## src/rtl/ladybird_fetch_queue_if.sv

```systemverilog
// Fetch-queue bus bundle: redirect input, MMU instruction request/response
// channel and the decode-side instruction handshake.
interface ladybird_fetch_queue_if #(
  parameter int XLEN = 32
);
  logic            redirect_valid;
  logic [XLEN-1:0] redirect_pc;
  logic            mem_req_valid;
  logic            mem_req_ready;
  logic [XLEN-1:0] mem_req_addr;
  logic            mem_rsp_valid;
  logic [XLEN-1:0] mem_rsp_data;
  logic            inst_valid;
  logic            inst_ready;
  logic [XLEN-1:0] inst_pc;
  logic [XLEN-1:0] inst_data;
  logic            idle;

  // Fetch-queue side
  modport master (
    input  redirect_valid, redirect_pc, mem_req_ready, mem_rsp_valid, mem_rsp_data, inst_ready,
    output mem_req_valid, mem_req_addr, inst_valid, inst_pc, inst_data, idle
  );

  // Environment side: core control, MMU and decode
  modport slave (
    output redirect_valid, redirect_pc, mem_req_ready, mem_rsp_valid, mem_rsp_data, inst_ready,
    input  mem_req_valid, mem_req_addr, inst_valid, inst_pc, inst_data, idle
  );
endinterface

```

## src/rtl/ladybird_fetch_queue.sv

```systemverilog
// Instruction fetch front-end: sequential fetch address generation, in-order
// response buffering with PC tags, and redirect flush with stale-response discard.
module ladybird_fetch_queue #(
  parameter int XLEN  = 32,
  parameter int DEPTH = 4
) (
  input  logic                     clk,
  input  logic                     rst,
  ladybird_fetch_queue_if.master   bus
);
  localparam int CW = $clog2(DEPTH + 1);
  localparam int AW = $clog2(DEPTH);
  localparam logic [CW:0] DEPTH_W = DEPTH[CW:0];

  typedef enum logic [0:0] {ST_IDLE = 1'b0, ST_RUN = 1'b1} state_t;

  state_t          state_r, state_nxt_s;
  logic [XLEN-1:0] fetch_pc_r;
  logic [CW-1:0]   outstanding_r, discard_r, fifo_count_r;
  logic [CW-1:0]   outstanding_nxt_s;
  logic [AW-1:0]   fifo_wptr_r, fifo_rptr_r, tag_wptr_r, tag_rptr_r;
  logic [XLEN-1:0] fifo_pc_r   [DEPTH];
  logic [XLEN-1:0] fifo_data_r [DEPTH];
  logic [XLEN-1:0] tag_pc_r    [DEPTH];

  logic            req_valid_s, req_hs_s, room_s;
  logic            rsp_live_s, rsp_keep_s, rsp_drop_s, pop_s;
  logic [CW:0]     occupancy_s;

  // Event decode; a redirect voids every push/pop in its cycle
  always_comb begin
    occupancy_s = {1'b0, fifo_count_r} + {1'b0, outstanding_r};
    room_s      = (occupancy_s < DEPTH_W);
    req_hs_s    = req_valid_s & bus.mem_req_ready;
    rsp_live_s  = bus.mem_rsp_valid & (outstanding_r != '0);
    rsp_keep_s  = rsp_live_s & (discard_r == '0) & ~bus.redirect_valid;
    rsp_drop_s  = rsp_live_s & (discard_r != '0) & ~bus.redirect_valid;
    pop_s       = (fifo_count_r != '0) & bus.inst_ready & ~bus.redirect_valid;
    if (req_hs_s && !rsp_live_s) begin
      outstanding_nxt_s = outstanding_r + CW'(1);
    end else if (rsp_live_s && !req_hs_s) begin
      outstanding_nxt_s = outstanding_r - CW'(1);
    end else begin
      outstanding_nxt_s = outstanding_r;
    end
  end

  // Next state and request/idle outputs
  always_comb begin
    state_nxt_s = state_r;
    req_valid_s = 1'b0;
    case (state_r)
      ST_IDLE: begin
        if (bus.redirect_valid) begin
          state_nxt_s = ST_RUN;
        end else begin
          state_nxt_s = ST_IDLE;
        end
      end
      ST_RUN: begin
        state_nxt_s = ST_RUN;
        req_valid_s = ~bus.redirect_valid & room_s;
      end
      default: begin
        state_nxt_s = ST_IDLE;
      end
    endcase
  end

  // State register
  always_ff @(posedge clk) begin
    if (rst) begin
      state_r <= ST_IDLE;
    end else begin
      state_r <= state_nxt_s;
    end
  end

  // Fetch PC, in-flight accounting and discard of pre-redirect responses
  always_ff @(posedge clk) begin
    if (rst) begin
      fetch_pc_r    <= '0;
      outstanding_r <= '0;
      discard_r     <= '0;
    end else begin
      outstanding_r <= outstanding_nxt_s;
      if (bus.redirect_valid) begin
        fetch_pc_r <= bus.redirect_pc & ~XLEN'(3);
        discard_r  <= outstanding_nxt_s;
      end else begin
        if (req_hs_s) begin
          fetch_pc_r <= fetch_pc_r + XLEN'(4);
        end
        if (rsp_drop_s) begin
          discard_r <= discard_r - CW'(1);
        end
      end
    end
  end

  // PC tag FIFO for post-redirect requests, and the instruction FIFO
  always_ff @(posedge clk) begin
    if (rst) begin
      tag_wptr_r   <= '0;
      tag_rptr_r   <= '0;
      fifo_wptr_r  <= '0;
      fifo_rptr_r  <= '0;
      fifo_count_r <= '0;
      for (int i = 0; i < DEPTH; i++) begin
        tag_pc_r[i]    <= '0;
        fifo_pc_r[i]   <= '0;
        fifo_data_r[i] <= '0;
      end
    end else if (bus.redirect_valid) begin
      tag_wptr_r   <= '0;
      tag_rptr_r   <= '0;
      fifo_wptr_r  <= '0;
      fifo_rptr_r  <= '0;
      fifo_count_r <= '0;
    end else begin
      if (req_hs_s) begin
        tag_pc_r[tag_wptr_r] <= fetch_pc_r;
        tag_wptr_r           <= tag_wptr_r + AW'(1);
      end
      if (rsp_keep_s) begin
        fifo_pc_r[fifo_wptr_r]   <= tag_pc_r[tag_rptr_r];
        fifo_data_r[fifo_wptr_r] <= bus.mem_rsp_data;
        fifo_wptr_r              <= fifo_wptr_r + AW'(1);
        tag_rptr_r               <= tag_rptr_r + AW'(1);
      end
      if (pop_s) begin
        fifo_rptr_r <= fifo_rptr_r + AW'(1);
      end
      case ({rsp_keep_s, pop_s})
        2'b10:   fifo_count_r <= fifo_count_r + CW'(1);
        2'b01:   fifo_count_r <= fifo_count_r - CW'(1);
        default: fifo_count_r <= fifo_count_r;
      endcase
    end
  end

  assign bus.mem_req_valid = req_valid_s;
  assign bus.mem_req_addr  = fetch_pc_r;
  assign bus.inst_valid    = (fifo_count_r != '0);
  assign bus.inst_pc       = fifo_pc_r[fifo_rptr_r];
  assign bus.inst_data     = fifo_data_r[fifo_rptr_r];
  assign bus.idle          = (state_r == ST_IDLE) |
                             ((outstanding_r == '0) & (fifo_count_r == '0) & ~req_valid_s);
endmodule
```

## src/flat_wrapper.sv

```systemverilog
// flat-port wrapper written by rule: the top's interface ports become plain ports
module ladybird_fetch_queue_flat 
#(
  parameter int XLEN  = 32,
  parameter int DEPTH = 4
)
  (clk, rst, bus_redirect_valid, bus_redirect_pc, bus_mem_req_ready, bus_mem_rsp_valid, bus_mem_rsp_data, bus_inst_ready, bus_mem_req_valid, bus_mem_req_addr, bus_inst_valid, bus_inst_pc, bus_inst_data, bus_idle);
  ladybird_fetch_queue_if #(.XLEN(XLEN)) bus_i ();
  input  logic clk;
  input  logic rst;
  input wire logic [$bits(bus_i.redirect_valid)-1:0] bus_redirect_valid;
  input wire logic [$bits(bus_i.redirect_pc)-1:0] bus_redirect_pc;
  input wire logic [$bits(bus_i.mem_req_ready)-1:0] bus_mem_req_ready;
  input wire logic [$bits(bus_i.mem_rsp_valid)-1:0] bus_mem_rsp_valid;
  input wire logic [$bits(bus_i.mem_rsp_data)-1:0] bus_mem_rsp_data;
  input wire logic [$bits(bus_i.inst_ready)-1:0] bus_inst_ready;
  output wire logic [$bits(bus_i.mem_req_valid)-1:0] bus_mem_req_valid;
  output wire logic [$bits(bus_i.mem_req_addr)-1:0] bus_mem_req_addr;
  output wire logic [$bits(bus_i.inst_valid)-1:0] bus_inst_valid;
  output wire logic [$bits(bus_i.inst_pc)-1:0] bus_inst_pc;
  output wire logic [$bits(bus_i.inst_data)-1:0] bus_inst_data;
  output wire logic [$bits(bus_i.idle)-1:0] bus_idle;
  assign bus_i.redirect_valid = bus_redirect_valid;
  assign bus_i.redirect_pc = bus_redirect_pc;
  assign bus_i.mem_req_ready = bus_mem_req_ready;
  assign bus_i.mem_rsp_valid = bus_mem_rsp_valid;
  assign bus_i.mem_rsp_data = bus_mem_rsp_data;
  assign bus_i.inst_ready = bus_inst_ready;
  assign bus_mem_req_valid = bus_i.mem_req_valid;
  assign bus_mem_req_addr = bus_i.mem_req_addr;
  assign bus_inst_valid = bus_i.inst_valid;
  assign bus_inst_pc = bus_i.inst_pc;
  assign bus_inst_data = bus_i.inst_data;
  assign bus_idle = bus_i.idle;
  ladybird_fetch_queue #(.XLEN(XLEN), .DEPTH(DEPTH)) u_core (.clk(clk), .rst(rst), .bus(bus_i));
endmodule
```

## config.mk

```make
export PLATFORM = sky130hd
export DESIGN_NAME = ladybird_fetch_queue_flat
export DESIGN_NICKNAME = d
export VERILOG_FILES = /design/src/rtl/ladybird_fetch_queue_if.sv /design/src/rtl/ladybird_fetch_queue.sv /design/src/flat_wrapper.sv
export SDC_FILE = /design/constraint.sdc
export NUM_CORES = 1
export LEC_CHECK = 0
export ABC_AREA = 0
export CORE_MARGIN = 2
export CORE_UTILIZATION = 41
export CTS_BUF_LIST = sky130_fd_sc_hd__clkbuf_16
export DETAILED_ROUTE_END_ITERATION = 6
export PLACE_DENSITY = 0.65
export SLEW_MARGIN = 20
export SYNTH_ARGS = -nofsm -noshare
export SYNTH_HDL_FRONTEND = slang
export SYNTH_SLANG_ARGS = --single-unit
```

## constraint.sdc

```tcl
create_clock -name clk -period 7 [get_ports clk]
set_input_delay 0.7 -clock clk [delete_from_list [all_inputs] [get_ports clk]]
set_output_delay 0.7 -clock clk [all_outputs]
set_load 0.02 [all_outputs]
```

### Yosys cells after proc, flatten, opt, wreduce, memory -nomap -nowiden

Memory sizes are Yosys's and may differ from the RTL's. A register that Yosys moved wholly into a read port is not among the register bits.
Index checks and enable logic that the tools add are counted.

* bits in registers: 50
* input port bits: 70
* output and inout port bits: 99
* RAM bits: 384
* memories: 3
* logic and storage cells: 94

Memories
* u_core.fifo_data_r: depth 4, bits a word 32, rd ports 1, clocked after Yosys merged registers in 1, wr ports 4, RTL line ladybird_fetch_queue.sv:23 `logic [XLEN-1:0] fifo_data_r [DEPTH];`
* u_core.fifo_pc_r: depth 4, bits a word 32, rd ports 1, clocked after Yosys merged registers in 1, wr ports 4, RTL line ladybird_fetch_queue.sv:22 `logic [XLEN-1:0] fifo_pc_r [DEPTH];`
* u_core.tag_pc_r: depth 4, bits a word 32, rd ports 1, clocked after Yosys merged registers in 1, wr ports 4, RTL line ladybird_fetch_queue.sv:24 `logic [XLEN-1:0] tag_pc_r [DEPTH];`

* bitwise logic cells: 15
* reductions and logical operators: 17
* magnitude comparators: 1
* $add $sub $neg: 11
* equal/unequal tests: 2
* multiplexer cells: 35

Operator list (number)
* $mux W32: 5
* $reduce_or A32 Y1: 3
* $add A32 B3 Y32 const B: 1
* $mux W2: 9
* $mux W1: 15
* $mux W3: 4
* $and A1 B1 Y1: 11
* $logic_not A3 Y1: 3
* $reduce_bool A3 Y1: 3
* $sub A3 B1 Y3 const B: 3
* $add A2 B1 Y2 const B: 4
* $add A3 B1 Y3 const B: 2
* $pmux W3 S2: 1
* $reduce_bool A2 Y1: 3
* $add A3 B3 Y4: 1
* $lt A4 B3 Y1 const B: 1
* $not A1 Y1: 3
* $eq A2 B1 Y1 const B: 1
* $eq A2 B2 Y1 const B: 1
* $logic_and A1 B1 Y1: 2
* $logic_not A1 Y1: 2
* $pmux W1 S2: 1
* $reduce_or A2 Y1: 1
* $or A1 B1 Y1: 1

### Depth between registers and ports, before layout

* depth after elaboration: 11
* gate-level depth with buffers: 13
* gate-level depth less buffers: 12

### Worst setup path before layout

No wires, ideal clock.

* kind: reg2reg
* from: reg u_core.outstanding_r[0]
* to: mem u_core.fifo_data_r[3][0] (enable)
* arrival: 6.074 ns
* slack: 0.358 ns
* stages on the path, launching flop included: 9
* clock period less this slack: 6.642 ns
* setup time: 0.568 ns
* cells stage by stage: dfxtp_1 inv_1 ha_1 ha_1 nand2b_1 clkbuf_1 nor3_1 nand2_1 o21ai_0

RTL lines
* from (decl): RTL line ladybird_fetch_queue.sv:19 `logic [CW-1:0] outstanding_r, discard_r, fifo_count_r;`
* from (signal assigned): RTL line ladybird_fetch_queue.sv:86 `outstanding_r <= outstanding_nxt_s;`
* to (decl): RTL line ladybird_fetch_queue.sv:23

==> summary.md <==
| Metric | Value |
|---|---|
| Vias | 11100 |
| R2R Setup Slk | 3.42 ns |
| Clock sink count | 420 |
| Layout cells sized above 1 | 0.132 |
| Kind of critical path | reg2out |
| Crit share post-route | 0.561 |
| Placed Area | between 0.02 and 0.025 sq mm |
| Status | finished clean |
| FF+latch area | 0.0121 sq mm |
| EDFF count, synth | 368 |
| First-pass GRT wire length | 65200 microns |
| Port Buffers | around 160 |
| Post-CTS Setup Bufs | 0 |
| Tightest Pin Transition | 1.05 ns |
| Cell Count, Final, Fillers Out | 2072 |
| Leakage | about 8 nW |
| Min cycle time layout | between 3 and 4 ns |
| Hold_sp | u_core.state_r$_SDFF_PP0_ |
| Vias in the first global route | 11300 |
| Largest net degree at the start of global routing | 93 |
| Post-DR wirelength/cell | ~20 microns |
| ANT nets after route | 0 |
| Max_slew headroom | 0.298 |
| Fraction of registers with async set or reset after synthesis | 0 |
| Final instance area | 0.0220 sq mm |
| CTS tree | built |
| VDD IR max | 0.165 mV |
| Post-synthesis sequential area ratio | 0.658 |
| H-Tree Depth | 2 |
| Top Usage Layer GRT | met2 |
| Critical R2R Capture | u_core.fifo_data_r[0][12]$_SDFFCE_PN0P_ |
| Cell area power density | between 200 and 300 mW/mm^2 |
| Cells after synthesis | roughly 1300 |
| Fmax | 0.255 GHz |
| GRT Total Usage | 0.180 |
| Max_cap viols | 0 |
| Clock Latency Late Sink | 0.55 ns |
| Root Driver | clkbuf_16 |
| Core area | 0.0442 sq mm |
| Die Area | between 0.04 and 0.05 sq mm |
| Worst Hold Path Cells | 2 |
| Placed insts | 1991 |
| RR Startpoint | u_core.outstanding_r[0]$_SDFF_PP0_ |
| Count of final hold-check violations | 0 |
| Dpl hpwl | ~25000 microns |
| Total congestion overflow | 0 |
| Die width | 216 microns |
| Grt met1 use | 0.249 |
| Syn Area/Cell | 14.1 sq um |
| # DRC | 0 |
| IO Count | about 170 |
| Vias per cell | 5.36 |
| Most frequent cells in the layout | edfxtp_1 (368), and2_1 (171), clkdlybuf4s50_1 (162) |
| Initial Utilization | 0.416 |
| Met3 Use GR | 0.0304 |
| Most common cell after layout, fill and taps aside | edfxtp_1 |
| Distinct cell type count after synthesis | 53 |
| R2r worst-path depth | 9 |
| Area growth syn-to-layout | 19.7% |
| Worst Path Arrival | 3.23 ns |
| Final Max Tran Viols | 0 |
| Yosys warns | 0 |
| Die height | 216 microns |
| FF+latch count, synth | 420 |
| Critical path startpoint category | register |
| Post-Syn Area | 0.0184 sq mm |
| Row count | 77 |
| Unrepaired setup endpoints after global routing | no |
| CP endpoint kind | output port |
| Resized cells post-CTS | 0 |
| Ant diodes | 0 |
| Setup TNS | 0 ns |
| Clk slew on worst S/H paths | 0.06 ns |
| CP max FO | 34 |
| Gpl congestion | between 0.7 and 0.8 |
| Final cell utilization of the core | 0.497 |
| Hold buffers post-CTS | 0 |
| Post-layout nets | 1525 |
| Initial antenna violation count | 0 |
| Total Wirelength | 41800 microns |
| Worst Skew | 0.0135 ns |
| Area of the multi-input gates | 0.00581 sq mm |
| Iteration-0 DRC Markers | between 800 and 900 |
| Count of final setup violators | 0 |
| Met2 Use GR | 0.299 |
| CTS Buffer Depth | 3 |
| Req. time, crit path | 6.30 ns |
| Router iterations before antenna repair | 5 |
| CTS buffer count | 44 |
| Synth Flop Type | edfxtp_1 |
| Fillers | 3712 |
| Hold Crit Endpoint | u_core.state_r$_SDFF_PP0_ |
| Worst Hold Class | reg2reg |
-- power breakdown --
group          internal (W)  switching (W)
combinational      0.000255       0.000363
clock               0.00124       0.000942
sequential          0.00286      0.0000663
total               0.00435        0.00137
-- Yosys cell counts (all sizes together) (2+ instances only) --
library cell	instances	area share
inv	50	0.010
and3	64	0.022
xnor2	10	0.0048
o211ai	10	0.0041
or3	15	0.0054
nand2b	4	0.0014
a31oi	13	0.0044
nand4	10	0.0042
a311oi	2	0.00095
dfxtp	52	0.057
clkbuf	75	0.015
nor3	15	0.0041
nor4	9	0.0034
and2	171	0.058
a211oi	3	0.0012
o31ai	2	0.00082
buf	19	0.0048
nand3	18	0.0049
o22ai	5	0.0017
edfxtp	368	0.60
and4	2	0.00095
ha	9	0.0061
or4	2	0.0010
a221oi	2	0.00095
mux4	92	0.11
o21ai	14	0.0038
nand2	79	0.016
xor2	9	0.0043
a21oi	22	0.0060
o31a	6	0.0029
nor2	135	0.028
-- worst max-delay path, stage by stage (launching register included) --
cell             delay, ns
dfxtp_4               0.81
buf_4                 0.63
mux4_2                0.62
clkdlybuf4s50_1       0.56
-- worst max path at each step --
stage / depth (start not counted) / to / slack (ns) / from
after floorplan: 8 / u_core.fifo_data_r[3][0]$_DFFE_PP_ / 0.36 / u_core.outstanding_r[0]$_SDFF_PP0_
after global placement: 8 / u_core.fifo_data_r[0][25]$_SDFFCE_PN0P_ / 2.47 / bus_redirect_valid
after detailed placement: 8 / u_core.fifo_data_r[0][29]$_SDFFCE_PN0P_ / 2.47 / bus_redirect_valid
after CTS: 3 / bus_inst_pc[27] / 2.95 / register
after global routing: 8 / u_core.fifo_data_r[0][25]$_SDFFCE_PN0P_ / 2.75 / bus_redirect_valid
final: 3 / bus_inst_data[4] / 3.07 / register
-- cells by family after synthesis --
family                     Yosys count  share of synthesized area
adders and majority gates           11                    0.00776
DFF                                420                      0.658
other                                1                   0.000204
buffers and inverters              144                     0.0304
xor gates and xnor gates            19                    0.00906
and+or+nand+nor                    527                      0.150
muxes                               94                      0.114
AOI/OAI and AO/OA                   86                     0.0303
-- registers in the layout, summed over array words and instances (netlist names), named ones only --
register                 cells
u_core.tag_wptr_r            2
u_core.tag_rptr_r            2
u_core.fifo_rptr_r           2
u_core.fifo_count_r          3
u_core.fifo_pc_r           120
u_core.discard_r             3
u_core.fifo_wptr_r           2
u_core.fifo_data_r         128
u_core.bus.mem_req_addr     30
u_core.state_r               1
u_core.tag_pc_r            120
u_core.outstanding_r         3
-- per-stage QoR --
stage	hold WS, ns	setup WS (ns)	power, W
after detailed placement	0.511	2.47	0.00360
after global placement	0.498	2.47	0.00359
after floorplan	0.470	0.358	0.00334
final	0.528	3.07	0.00572
after CTS	0.523	2.95	0.00578
after global routing	0.585	2.75	0.00593
-- layout make-up --
type | instances | share of cell area
timing repair buffer | 188 | 0.0826
inverter | 50 | 0.00853
clock buffer | 45 | 0.0512
sequential | 420 | 0.550
multi-input combinational | 741 | 0.264
clock inverter | 36 | 0.00961
tap | 592 | 0.0337
-- metal layers --
layer  share of wire  routed length, microns
met5               0                       0
met2            0.49                   20300
met4           0.017                     713
met3           0.058                    2410
met1            0.44                   18300
Power figures use the tool's default switching activity.
